File: src/rtl/regfile_arbiter.sv
// regfile_arbiter: two-requester arbiter/sequencer for the 16x32 register file.
// The ALU-writeback path (req0) and the keypad/display loader (req1) take turns
// issuing single read or write transactions; register-file ports are driven
// from registers so the file sees stable addresses and data for a full cycle.
// Optional build macro: REGARB_FIXED_PRIO_EN (req0 always wins ties).
// Without it, ties are broken round-robin using the last granted requester.
module regfile_arbiter (
    input  logic        clk,
    input  logic        rst_n,
    input  logic        req0_valid,
    input  logic        req0_we,
    input  logic [3:0]  req0_addr_a,
    input  logic [3:0]  req0_addr_b,
    input  logic [31:0] req0_wdata,
    output logic        req0_ready,
    input  logic        req1_valid,
    input  logic        req1_we,
    input  logic [3:0]  req1_addr_a,
    input  logic [3:0]  req1_addr_b,
    input  logic [31:0] req1_wdata,
    output logic        req1_ready,
    output logic        rsp0_valid,
    output logic        rsp1_valid,
    output logic [31:0] rsp_data_a,
    output logic [31:0] rsp_data_b,
    output logic        rf_reg_write,
    output logic [3:0]  rf_dirA,
    output logic [3:0]  rf_dirB,
    output logic [3:0]  rf_dir_WR,
    output logic [31:0] rf_data_in,
    input  logic [31:0] rf_datA,
    input  logic [31:0] rf_datB
);

    typedef enum logic [1:0] {
        IDLE     = 2'd0,
        WR       = 2'd1,
        RD_ISSUE = 2'd2,
        RD_RSP   = 2'd3
    } state_t;

    state_t      state;
    logic        owner;
`ifndef REGARB_FIXED_PRIO_EN
    logic        last_grant;
`endif

    logic        sel;
    logic        accept;
    logic        sel_we;
    logic [3:0]  sel_addr_a;
    logic [3:0]  sel_addr_b;
    logic [31:0] sel_wdata;

    // Choose which requester would be accepted this cycle, breaking ties by priority policy
    always_comb begin
        sel = 1'b0;
        if (req0_valid && req1_valid) begin
`ifdef REGARB_FIXED_PRIO_EN
            sel = 1'b0;
`else
            sel = ~last_grant;
`endif
        end else if (req1_valid) begin
            sel = 1'b1;
        end
    end

    // Combinational readiness in IDLE only, plus the selected request's fields
    always_comb begin
        req0_ready = (state == IDLE) && req0_valid && !sel;
        req1_ready = (state == IDLE) && req1_valid && sel;
        accept     = req0_ready || req1_ready;
        sel_we     = sel ? req1_we     : req0_we;
        sel_addr_a = sel ? req1_addr_a : req0_addr_a;
        sel_addr_b = sel ? req1_addr_b : req0_addr_b;
        sel_wdata  = sel ? req1_wdata  : req0_wdata;
    end

    // Transaction sequencer: captures the accepted request and stages the register-file ports
    always_ff @(posedge clk or negedge rst_n) begin
        if (!rst_n) begin
            state        <= IDLE;
            owner        <= 1'b0;
`ifndef REGARB_FIXED_PRIO_EN
            last_grant   <= 1'b1;
`endif
            rf_reg_write <= 1'b0;
            rf_dirA      <= 4'd0;
            rf_dirB      <= 4'd0;
            rf_dir_WR    <= 4'd0;
            rf_data_in   <= 32'd0;
        end else begin
            case (state)
                IDLE: begin
                    if (accept) begin
                        owner      <= sel;
`ifndef REGARB_FIXED_PRIO_EN
                        last_grant <= sel;
`endif
                        rf_dirA    <= sel_addr_a;
                        rf_dirB    <= sel_addr_b;
                        rf_dir_WR  <= sel_addr_a;
                        rf_data_in <= sel_wdata;
                        if (sel_we) begin
                            state        <= WR;
                            rf_reg_write <= 1'b1;
                        end else begin
                            state        <= RD_ISSUE;
                            rf_reg_write <= 1'b0;
                        end
                    end
                end
                WR: begin
                    rf_reg_write <= 1'b0;
                    state        <= IDLE;
                end
                RD_ISSUE: begin
                    state <= RD_RSP;
                end
                RD_RSP: begin
                    state <= IDLE;
                end
                default: begin
                    rf_reg_write <= 1'b0;
                    state        <= IDLE;
                end
            endcase
        end
    end

    // Completion strobes go to the owner; read data is passed through only while responding
    always_comb begin
        rsp0_valid = ((state == WR) || (state == RD_RSP)) && !owner;
        rsp1_valid = ((state == WR) || (state == RD_RSP)) && owner;
        rsp_data_a = (state == RD_RSP) ? rf_datA : 32'd0;
        rsp_data_b = (state == RD_RSP) ? rf_datB : 32'd0;
    end

endmodule

File: config.mk
export PLATFORM = sky130hd
export DESIGN_NAME = regfile_arbiter
export DESIGN_NICKNAME = d
export VERILOG_FILES = /design/src/rtl/regfile_arbiter.sv
export SDC_FILE = /design/constraint.sdc
export NUM_CORES = 1
export LEC_CHECK = 0
export BUFFER_PORTS_ARGS = -buffer_cell sky130_fd_sc_hd__buf_2
export CORE_AREA = 2 2 102 104
export CTS_CLUSTER_DIAMETER = 80
export DETAILED_ROUTE_END_ITERATION = 16
export DIE_AREA = 0 0 104 106
export GPL_ROUTABILITY_DRIVEN = 1
export PLACE_DENSITY = 0.64
export SETUP_SLACK_MARGIN = 0.5
export SYNTH_ARGS = -nofsm -noshare
export SYNTH_HDL_FRONTEND = slang
export SYNTH_SLANG_ARGS = --single-unit
File: constraint.sdc
create_clock -name clk -period 1.1 [get_ports clk]
set_input_delay 0.165 -clock clk [delete_from_list [all_inputs] [get_ports clk]]
set_output_delay 0.165 -clock clk [all_outputs]
set_load 0.005 [all_outputs]
==> results.txt <==
----------------------------------------------------
[Finish]
  Area Overhead vs Synth ... 114%
  Fillcell total ... 846
  Number of nets in the layout ... 775
  Share of final-layout standard cells stronger than drive strength 1 ... 67.7%
  Antenna diode count ... 0
  Final Core Density ... 58.0%

[Critical path]
  Critical path fanouts, max ... 19
  Worst R2R Path Depth ... 6
  Kind of launch point of the worst setup path ... register
  Worst r2r src ... state[0]
  Top cell by count, worst path ... sky130_fd_sc_hd__buf_6
  CP Class ... reg2out
  Setup slack on the worst flop-to-flop path ... -0.39 ns
  Terminus of the critical flop-to-flop path ... rf_data_in[3]
  Critical path required time ... 0.94 ns
  Capturing element type of the critical path ... output port
  Maximum single-stage delay on the critical path ... 0.47 ns
  Cell-by-cell trace of the critical path ... buf_6, buf_12, and3_4, buf_6
  Data arrival, critical path ... 1.34 ns
  CP max stage cell ... sky130_fd_sc_hd__dfrtp_2

[Floorplan]
  Initial Utilization ... 27.1%
  I/O pin cnt ... 263
  Std-Cell Rows ... 37
  Die Wd ... 104 um
  Core Area ... 10000 um2
  Total Die Area ... 11,000 um2
  Height of the chip ... 106 um

[Clocking]
  Count of clock tree sinks ... 45
  Insertion delay to the later sink of the worst-skew pair ... 0.29 ns
  Clock tree from TritonCTS ... done
  Maximum clock path buffer count ... 2
  H-tree level count ... 2
  Clock slew at the register clock pins of the worst setup and hold paths ... 0.08 ns
  Number of buffers added by the clock tree synthesis step ... 5
  Cell at the root of the clock tree ... sky130_fd_sc_hd__clkbuf_8

[Global routing]
  Pin count of the biggest net entering global routing ... 46
  Total global-route track usage ... 21.6%
  Number of global-route vias before repair ... 3,609
  Remaining global-route overflow ... 0
  Antenna violations before repair ... 0
  Wire length of the first global-routing pass ... 19.1 mm

[STA]
  Final number of setup-violating endpoints ... 113
  Worst-margin pin slew ... 0.267 ns
  Setup repair after global routing missed its margin ... true
  Final cycle utilization of the critical path ... 137%
  Post-Route Skew ... 0.00330 ns
  Max frequency ... 0.665 GHz
  Worst rel slew slack ... 82.2%
  Smallest hold slack ... -0.153 ns
  Setup ws final ... -0.405 ns
  Final count of hold timing violations ... 44
  Period minus WS final ... 1.50 ns
  Setup TNS ... -41.73 ns
  Final Max Slew Viols ... 0

[Power]
  VDD IR max ... 0.972 mV
  Total power per unit cell area ... 2460 nW/um2
  Sum of internal, switching and leakage power ... 14.3 mW
  Leakage ... 2.83 nW

[Synth]
  Summed instance area of the synthesized netlist ... 2710 um2
  Syn. warnings ... 0
  Number of cells produced by synthesis ... 333
  FF+latch count, synth ... 45
  Number of nets in the synthesized netlist ... 483
  Post-Synthesis Mean Instance Area ... 8.13 um2
  Distinct cells, synth ... 28
  Share of synthesized area occupied by flip-flops and latches ... 41.6%

[Place]
  Post-placement worst setup slack ... -0.217 ns
  Half-perimeter wire length after placement ... 8.45 mm
  Buffers added on ports ... 262
  Placer Congestion ... 0.933

[Drt]
  Number of violations reported at the end of detailed-routing iteration 0 ... 202
  Post-detailed-route count of antenna-violating nets ... 0
  Routed WL ... 13.5 mm
  Detailed-route wire length per cell ... 17.7 um
  DRC errors left ... 0
  Detailed Routing Iterations Pass 1 ... 4
  DR vias ... 3,762
  Vias per cell ... 4.94

[Worst hold path]
  Worst min-delay path category ... in2async

[Outcome]
  Failing checks ... hold timing, setup timing
  Result of the run ... finished with violations

[Flow run]
  Max_cap viols ... 0

----------------------------------------------------
flip-flops by register name (all words and copies together), names as in the netlist:
register      flops
owner             1
rf_dirB           4
rf_data_in       32
rf_reg_write      1
state             2
rf_dir_WR         4
last_grant        1
worst max path at each step:
stage | from | to
after floorplan | last_grant | rf_data_in[10]
after global placement | last_grant | rf_data_in[25]
after detailed placement | last_grant | rf_data_in[19]
after CTS | state[0] | req0_ready
after global routing | state[0] | rf_data_in[15]
final | state[0] | rsp_data_a[23]
layout by cell type (no fill, tap or decap), types with 2 or more instances in the layout:
master / instances
sky130_fd_sc_hd__buf_2: 201
sky130_fd_sc_hd__nand2_1: 79
sky130_fd_sc_hd__buf_6: 71
sky130_fd_sc_hd__and3_4: 64
sky130_fd_sc_hd__dfrtp_1: 42
sky130_fd_sc_hd__a21oi_1: 41
sky130_fd_sc_hd__a31oi_1: 33
sky130_fd_sc_hd__buf_4: 28
sky130_fd_sc_hd__buf_12: 13
sky130_fd_sc_hd__a31oi_4: 7
sky130_fd_sc_hd__clkbuf_8: 6
sky130_fd_sc_hd__clkbuf_16: 5
sky130_fd_sc_hd__buf_16: 4
sky130_fd_sc_hd__nand2_2: 3
sky130_fd_sc_hd__buf_8: 3
sky130_fd_sc_hd__nor2_4: 2
sky130_fd_sc_hd__a221oi_2: 2
sky130_fd_sc_hd__dfrtp_2: 2
layer usage:
metal | global-route usage, % | part of all wire, % | vias to the layer above
met5 | 0 | 0 | -
met4 | 8.69 | 3.8 | 0
met3 | 4.66 | 6.7 | 36
met2 | 38.2 | 52 | 196
met1 | 25.4 | 38 | 1771
li1 | - | - | 1759
cell usage after synthesis:
cell                        instances  area (um2)
sky130_fd_sc_hd__nand2_1           82         308
sky130_fd_sc_hd__and3_1            64         400
sky130_fd_sc_hd__dfrtp_1           44        1100
sky130_fd_sc_hd__a21oi_1           43         215
sky130_fd_sc_hd__a31oi_1           40         250
sky130_fd_sc_hd__buf_2             15        75.1
sky130_fd_sc_hd__clkbuf_1          13        48.8
sky130_fd_sc_hd__buf_4              8        60.1
sky130_fd_sc_hd__clkbuf_8           4        55.1
sky130_fd_sc_hd__nor2_1             2        7.51
sky130_fd_sc_hd__a211oi_1           1        7.51
sky130_fd_sc_hd__a21bo_2            1        10.0
sky130_fd_sc_hd__a21boi_4           1        18.8
sky130_fd_sc_hd__a21o_1             1        7.51
sky130_fd_sc_hd__a221oi_1           1        8.76
sky130_fd_sc_hd__a221oi_2           1        15.0
sky130_fd_sc_hd__a31oi_2            1        12.5
sky130_fd_sc_hd__and2_1             1        6.26
sky130_fd_sc_hd__buf_6              1        11.3
sky130_fd_sc_hd__dfstp_2            1        26.3
sky130_fd_sc_hd__inv_1              1        3.75
sky130_fd_sc_hd__mux2i_1            1        10.0
sky130_fd_sc_hd__nor2_2             1        6.26
sky130_fd_sc_hd__nor2b_1            1        6.26
sky130_fd_sc_hd__nor3_1             1        5.00
sky130_fd_sc_hd__nor3_4             1        16.3
sky130_fd_sc_hd__o2bb2ai_1          1        8.76
sky130_fd_sc_hd__or2_1              1        6.26
cell type report:
class / instances / area [um2] / area share [%]
repair buffers: 326 / 2590 / 44.6
well taps: 136 / 170 / 2.93
clock buffers: 7 / 86.3 / 1.49
flip-flops and latches: 45 / 1130 / 19.5
multi-input cells: 246 / 1820 / 31.4
inverters: 1 / 3.75 / 0.0647
power breakdown:
part           internal, mW  switching [mW]  total [mW]
Sequential             2.53           0.555        3.08
Combinational          5.92            4.21        10.1
Clock                 0.500           0.543        1.04
Total                  8.95            5.31        14.3
through the flow:
stage,area [um2],cells
final,5800,761
after global routing,5800,761
after CTS,5440,745
after detailed placement,4570,712
after global placement,4570,712
after floorplan,3220,333
kinds of logic after synthesis:
kind of cell    share of synthesized area [%]
simple gates                             28.1
compound gates                           20.5
flops                                    41.6
buf+inv                                  9.38
mux                                     0.370
worst max-delay path: cells and delay by family (launching register included):
kind,cells,cell delay (ns)
DFF,1,0.47
buffers and inverters,3,0.39
and+or+nand+nor,1,0.18
what timing repair did:
| item | CTS | global route |
|---|---|---|
| gates resized for setup | 82 | 17 |
| pin swaps | 4 | 6 |
| buffers inserted | 21 | 10 |
| endpoints found under the hold margin | 44 | 44 |
| cloned | 5 | 6 |
| setup endpoints to repair | 158 | 158 |
Power figures use the tool's default switching activity.
